--- src/rtl/rice_csr_arbiter.sv ---
// Round-robin arbiter sharing the CSR bus between REQUESTERS masters, one transaction outstanding.
// Optional watchdog enabled by defining RICE_CSR_ARBITER_TIMEOUT_EN.
module rice_csr_arbiter #(
  parameter int XLEN           = 32,
  parameter int REQUESTERS     = 2,
  parameter int TIMEOUT_CYCLES = 64
) (
  input  logic                       i_clk,
  input  logic                       i_rst,
  input  logic [REQUESTERS-1:0]      i_req_valid,
  output logic [REQUESTERS-1:0]      o_req_ready,
  input  logic [REQUESTERS-1:0]      i_req_write,
  input  logic [REQUESTERS*12-1:0]   i_req_address,
  input  logic [REQUESTERS*XLEN-1:0] i_req_data,
  output logic [REQUESTERS-1:0]      o_resp_valid,
  output logic                       o_resp_error,
  output logic [XLEN-1:0]            o_resp_data,
  output logic                       o_csr_valid,
  input  logic                       i_csr_ready,
  output logic                       o_csr_write,
  output logic [11:0]                o_csr_address,
  output logic [XLEN-1:0]            o_csr_data,
  input  logic                       i_csr_resp_valid,
  input  logic                       i_csr_resp_error,
  input  logic [XLEN-1:0]            i_csr_resp_data
);

  localparam int IDX_W = $clog2(REQUESTERS);

  if (REQUESTERS < 2 || TIMEOUT_CYCLES < 2) begin : g_bad_params
    $error("rice_csr_arbiter: REQUESTERS and TIMEOUT_CYCLES must be >= 2");
  end

  typedef enum logic [1:0] {
    S_IDLE,
    S_REQUEST,
    S_RESPONSE
  } state_t;

  state_t            state, next_state;
  logic [IDX_W-1:0]  last_grant, grant_idx, winner, cand;
  logic              lat_write, sel_write;
  logic [11:0]       lat_addr, sel_addr;
  logic [XLEN-1:0]   lat_data, sel_data;
  logic              accept, resp_fire, timeout_hit;

  // Walk candidates from the farthest to the nearest so the nearest valid one after last_grant wins.
  always_comb begin
    winner    = '0;
    cand      = '0;
    sel_write = 1'b0;
    sel_addr  = '0;
    sel_data  = '0;
    for (int off = REQUESTERS; off >= 1; off--) begin
      cand = IDX_W'((int'(last_grant) + off) % REQUESTERS);
      if (i_req_valid[cand]) winner = cand;
    end
    for (int k = 0; k < REQUESTERS; k++) begin
      if (winner == IDX_W'(k)) begin
        sel_write = i_req_write[k];
        sel_addr  = i_req_address[k*12 +: 12];
        sel_data  = i_req_data[k*XLEN +: XLEN];
      end
    end
  end

  // NOTE: sequential state uses non-blocking (<=) so every register samples pre-edge values.
  always_ff @(posedge i_clk or posedge i_rst) begin
    if (i_rst) begin
      state      <= S_IDLE;
      last_grant <= IDX_W'(REQUESTERS - 1);
      grant_idx  <= '0;
      lat_write  <= 1'b0;
      lat_addr   <= '0;
      lat_data   <= '0;
    end else begin
      state <= next_state;
      if (accept) begin
        last_grant <= winner;
        grant_idx  <= winner;
        lat_write  <= sel_write;
        lat_addr   <= sel_addr;
        lat_data   <= sel_data;
      end
    end
  end

`ifdef RICE_CSR_ARBITER_TIMEOUT_EN
  localparam int CNT_W = ($clog2(TIMEOUT_CYCLES) > 8) ? $clog2(TIMEOUT_CYCLES) : 8;
  logic [CNT_W-1:0] tmo_cnt;

  always_ff @(posedge i_clk or posedge i_rst) begin
    if (i_rst)                tmo_cnt <= '0;
    else if (accept)          tmo_cnt <= '0;
    else if (state != S_IDLE) tmo_cnt <= tmo_cnt + 1'b1;
  end

  assign timeout_hit = (state != S_IDLE) && (tmo_cnt == CNT_W'(TIMEOUT_CYCLES - 1));
`else
  assign timeout_hit = 1'b0;
`endif

  // NOTE: every output and next-state is defaulted first so no path infers a latch.
  always_comb begin
    next_state    = state;
    accept        = 1'b0;
    resp_fire     = 1'b0;
    o_req_ready   = '0;
    o_resp_valid  = '0;
    o_resp_error  = 1'b0;
    o_resp_data   = '0;
    o_csr_valid   = 1'b0;
    o_csr_write   = 1'b0;
    o_csr_address = '0;
    o_csr_data    = '0;
    case (state)
      S_IDLE: begin
        if (|i_req_valid) begin
          accept              = 1'b1;
          o_req_ready[winner] = 1'b1;
          next_state          = S_REQUEST;
        end
      end
      S_REQUEST: begin
        o_csr_valid   = 1'b1;
        o_csr_write   = lat_write;
        o_csr_address = lat_addr;
        o_csr_data    = lat_data;
        if (i_csr_ready) begin
          resp_fire  = i_csr_resp_valid;
          next_state = i_csr_resp_valid ? S_IDLE : S_RESPONSE;
        end
      end
      S_RESPONSE: begin
        if (i_csr_resp_valid) begin
          resp_fire  = 1'b1;
          next_state = S_IDLE;
        end
      end
      default: next_state = S_IDLE;
    endcase

    if (resp_fire) begin
      o_resp_valid[grant_idx] = 1'b1;
      o_resp_error            = i_csr_resp_error;
      o_resp_data             = i_csr_resp_data;
    end else if (timeout_hit) begin
      // Watchdog answers on the slave's behalf and withdraws the bus request.
      o_csr_valid             = 1'b0;
      o_csr_write             = 1'b0;
      o_csr_address           = '0;
      o_csr_data              = '0;
      o_resp_valid[grant_idx] = 1'b1;
      o_resp_error            = 1'b1;
      next_state              = S_IDLE;
    end
  end

endmodule
--- config.mk ---
export PLATFORM = sky130hd
export DESIGN_NAME = rice_csr_arbiter
export DESIGN_NICKNAME = d
export VERILOG_FILES = /design/src/rtl/rice_csr_arbiter.sv
export SDC_FILE = /design/constraint.sdc
export NUM_CORES = 1
export LEC_CHECK = 0
export BUFFER_PORTS_ARGS = -buffer_cell sky130_fd_sc_hd__buf_2
export CORE_ASPECT_RATIO = 1.25
export CORE_MARGIN = 5
export CORE_UTILIZATION = 37
export DETAILED_ROUTE_END_ITERATION = 10
export PLACE_DENSITY = 0.88
export REMOVE_ABC_BUFFERS = 1
export SLEW_MARGIN = 5
export SYNTH_ARGS = -nofsm -noshare
export SYNTH_HDL_FRONTEND = slang
export SYNTH_SLANG_ARGS = --single-unit
--- constraint.sdc ---
create_clock -name i_clk -period 1.8 [get_ports i_clk]
set_clock_uncertainty 0.1 [all_clocks]
set_input_delay 0.36 -clock i_clk [delete_from_list [all_inputs] [get_ports i_clk]]
set_output_delay 0.36 -clock i_clk [all_outputs]
set_load 0.02 [all_outputs]
* Word-level counts from Yosys, hierarchy flattened
Cells that the tools add are included.
Widths: inputs -> output; s select.
** Operators by class
- $lt $le $gt $ge :: 6
- Muxes and demuxes :: 32
- Equality and inequality tests :: 5
- Add/sub/neg operators :: 2
- Reduce and logical (&&, ||, !) cells :: 5
** Operators with widths (number)
- $mux 32 :: 3
- $mux 12 :: 2
- $mux 1 :: 16
- $mux 2 :: 7
- $lt 1x2->1 const B :: 4
- $ne 2x2->1 const B :: 3
- $pmux 2 s3 :: 1
- $reduce_and 3->1 :: 1
- $add 1x1->1 const B :: 2
- $demux 1 s1 :: 2
- $eq 2x1->1 const B :: 1
- $eq 2x2->1 const B :: 1
- $ge 1x1->1 const B :: 2
- $logic_and 1x1->1 :: 2
- $logic_not 2->1 :: 1
- $pmux 1 s2 :: 1
- $reduce_or 2->1 :: 1
** Storage, ports and cells
- Bits in registers :: 49
- Logic and storage cells :: 56

* Logic depth before layout (Yosys ltp)
- Depth in word-level cells :: 11
- Depth in mapped cells :: 7
- Depth with buffers taken out :: 5

* Worst setup path after synthesis
No wires, ideal clock.
- Path type :: reg2out
- From :: register state[1]
- To :: output port o_resp_data[10]
- Data required time :: 1.340 ns
- Arrival time :: 1.555 ns
- Cell stages (with the launch flop) :: 7
- Path buffers :: 1
- Slack :: -0.215 ns
- Cell sequence :: dfrtp_1 > inv_1 > ha_1 > a21oi_1 > nor2_1 > clkbuf_1 > and2_1
** On the way
- Word-level cells in the longest chain between the ends :: 3
- Elaborated cells between the ends (all ways) :: 4
- Classes of those cells :: eq/ne (2); mux (2)
** Ends and longest elaborated chain
- start: declaration :: line 40 : state_t state, next_state;
- start signal: assignment :: line 77 : state <= next_state;
- $eq 2x2->1 / $eq 2x1->1 (equally long branches) :: line 116 : case (state)
- $pmux 1 s2 (*) :: line 116
- $mux 32 (*) :: line 143 : if (resp_fire) begin
- end: declaration :: line 17 : output logic [XLEN-1:0] o_resp_data,
Mark *: on every way between the ends. The rest lies on a longest branch, timed or not.

* Worst setup path after layout
- From :: register state[1]
- To :: output port o_resp_data[4]
The elaborated chain is that of the path after synthesis.

==> results.yml <==
status:
  outcome: "finished with violations"
  violations: "negative setup slack"
setup_path:
  critPathCaptureType: "output port"
  cp_data_required_time_ns: 1.34
  cp_max_fo: 30
  path_class: "reg2out"
  cp_data_arrival_time_ns: 1.74
  crit_path_start_kind: "flip-flop"
layout:
  nFillCells: 537
  final_area_sq_um: 5218
  multiInputGateArea_sq_um: 1712
  area_delta_synth_final_pct: 82.89
  ff_latch_area_sq_um: 1229
  antenna-diode-count: 0
  post-route-util_pct: 70.08
  layout-drive-gt1-share_pct: 55.44
  fin_nets: 719
yosys:
  synthSimpleGateAreaFrac_pct: 31.36
  syn_area_sq_um: 2853
  synth_top_family_by_area: "simple AND/OR/NAND/NOR gates"
  ys_seq_area_share_pct: 43.03
  syn_area_per_cell_sq_um: 7.837
  yosys_register_bits: 49
  ys_warn_count: 0
  ys_types: 24
  synth_adder_area_share_pct: 1.316
  synthMuxAreaShare_pct: 0.3947
  synth_compound_area_share_pct: 18.07
  syn_inst: 364
  synthXorXnorAreaFrac_pct: 0
clock_network:
  clock-sinks: 49
  postCtsHoldBufs: 0
  htreeDepth: 2
  clock_path_buffers: 2
  cts_root_buffer: "clkbuf_8"
  cts_buffers: 5
  clock_latency_ns: 0.29
  cts_tree: "done"
  clk_pin_slew_ns: 0.08
routing:
  remaining_drc_errors: 0
  avgRoutedWirePerCell_um: 17.70
  drt_wl_total_um: 12040
  postRouteAntennaNets: 0
  avgViaCountPerCell: 5.146
  num_vias: 3499
  drtPass1Iterations: 4
  drt_iter0_drc: 137
placed_design:
  placed_area_sq_um: 4079
  dp_hpwl_um: 8005
  dp_slack_ns: -0.1365
  gp_congestion: 0.8025
  numPortBuffers: 211
power_and_ir_drop:
  finalPower_w: 0.009694
  p_seq_share_pct: 20.9
  ir_worst_vdd_mv: 1.092
  cellLeakagePower_nw: 2.645
  p_sw_share_pct: 40.77
  power_frac_clock_pct: 8.4
  p_per_area_nw_per_um2: 1858
  p_int_w: 0.005741
  p_switching_w: 0.003952
  combPwrFrac_pct: 70.7
floorplanning:
  die_width_um: 88.54
  start_util_pct: 38.32
  rows: 35
  pin_count: 212
  die_height_um: 108.2
  coreArea_sq_um: 7445
  dieArea_sq_um: 9577
timing:
  fin_crit_sh_pct: 122.3
  worst-slew-pin-transition_ns: 0.5578
  rsz0062_at_grt: "yes"
  finalWorstSetupSlack_ns: -0.4015
  setup_tns_ns: -22.91
  slew-limit-headroom_pct: 62.76
  final.min_clock_period_ns: 2.201
  hold_viol_final: 0
  setup_viol: 84
  fmax_mhz: 454.2
  maxSlewViolCount: 0
global_route:
  gr-total-overflow: 0
  grt_pass1_wl_um: 15370
  antenna_found_initial: 0
  grtUsageTotal_pct: 20.75
  grt_pass1_vias: 3256
  grt_start_max_net_pins: 32
flow_run:
  cap_violations: 0
min_path:
  hold_path_class: "in2async"
## cells in the mapped netlist, drive strengths merged
master	instances	area [sq um]
dfstp	1	26.28
o21a	1	7.510
buf	19	121.4
or4	1	7.510
nor2	47	176.4
ha	3	37.54
o21ai	1	5.000
o31ai	1	7.510
a31oi	1	6.260
clkbuf	9	33.78
a21o	1	7.510
nor3b	1	7.510
mux2	1	11.26
a21bo	1	10.01
dfrtp	48	1201
and2	80	500.5
nor2b	2	12.51
a21boi	1	11.26
a21oi	92	460.4
inv	3	11.26
nand2	48	180.2
nor3	2	10.01
## registers in the layout, indices dropped and copies added (netlist names)
register,count
last_grant,1
grant_idx,1
state,2
lat_write,1
lat_addr,12
lat_data,32
## cell families after synthesis
family,Yosys count
AO/OA/AOI/OAI,99
adder cells (fa/ha/maj),3
buffers and inverters,31
flip-flops,49
multiplexers,1
AND/OR/NAND/NOR,181
## stage by stage
stage | instances | hold slack [ns]
after global placement | 656 | 0.3385
after floorplan | 336 | 0.3300
final | 680 | 0.01885
after global routing | 680 | 0.05528
after CTS | 664 | 0.02323
after detailed placement | 656 | 0.3459
## per-layer routing
layer  track usage (%)  wire length (um)  up-vias
li1                  -                 -     1625
met1             23.24              4229     1658
met4             4.860               158        0
met5                 0                 0        -
met3             5.259              1294       15
met2             38.66              6354      201
## cell usage in the layout, fill, tap and decap left out, types with 2 or more instances in the layout
| cell type | synthesis | final |
|---|---|---|
| inv_2 | 0 | 3 |
| ha_4 | 0 | 2 |
| dfrtp_1 | 48 | 47 |
| buf_6 | 3 | 91 |
| buf_12 | 0 | 6 |
| and2_1 | 80 | 28 |
| buf_4 | 3 | 12 |
| nor3_4 | 0 | 2 |
| and2_4 | 0 | 52 |
| nor2_1 | 47 | 45 |
| buf_8 | 0 | 2 |
| clkbuf_16 | 0 | 5 |
| clkbuf_8 | 0 | 6 |
| buf_2 | 13 | 128 |
| a21oi_1 | 92 | 91 |
| nor2_4 | 0 | 2 |
| nand2_1 | 48 | 46 |
## final cells by class
type	instances	share of cell area, %
repair buffers	244	38.92
multi-input cells	284	32.81
flip-flops and latches	49	23.55
well taps	92	2.206
clock buffers	6	1.583
clock inverters	2	0.7194
inverters	3	0.2158
## what timing repair did
action                     CTS  global route
gates cloned                 0             7
pin swaps                    1            15
setup endpoints to repair   84            87
resized for setup           88           168
setup buffers                0            10
## final timing paths
path / depth (start not counted) / endpoint / slack, ns / from
hold / removal: 2 / state[0] / 0.02 / i_rst
setup / recovery: 7 / o_resp_data[4] / -0.40 / state[1]
max in group asynchronous: 3 / lat_data[9] / 1.04 / i_rst
hold reg to reg: 2 / lat_data[3] / 0.43 / lat_data[3]
setup reg to reg: 9 / state[1] / -0.08 / state[1]
min in group i_clk: 3 / lat_addr[8] / 0.18 / i_req_address[8]
## power by group through the flow
stage               Sequential (W)  Clock (W)  Combinational (W)
detailed placement         0.00198          0            0.00429
finish                     0.00202   0.000818            0.00685
floorplan                  0.00187          0            0.00272
CTS                        0.00196   0.000842            0.00458
global route               0.00210   0.000874            0.00726
global placement           0.00194          0            0.00420
## worst max-delay path, cell delays in order (launching register included)
cell and delay, ns:
dfrtp_1 0.42, inv_2 0.09, ha_4 0.28, nand2_4 0.05, nor2_4 0.15, buf_12 0.17
and2_1 0.17, buf_6 0.12
No activity file was read; power rests on OpenSTA's default activity.
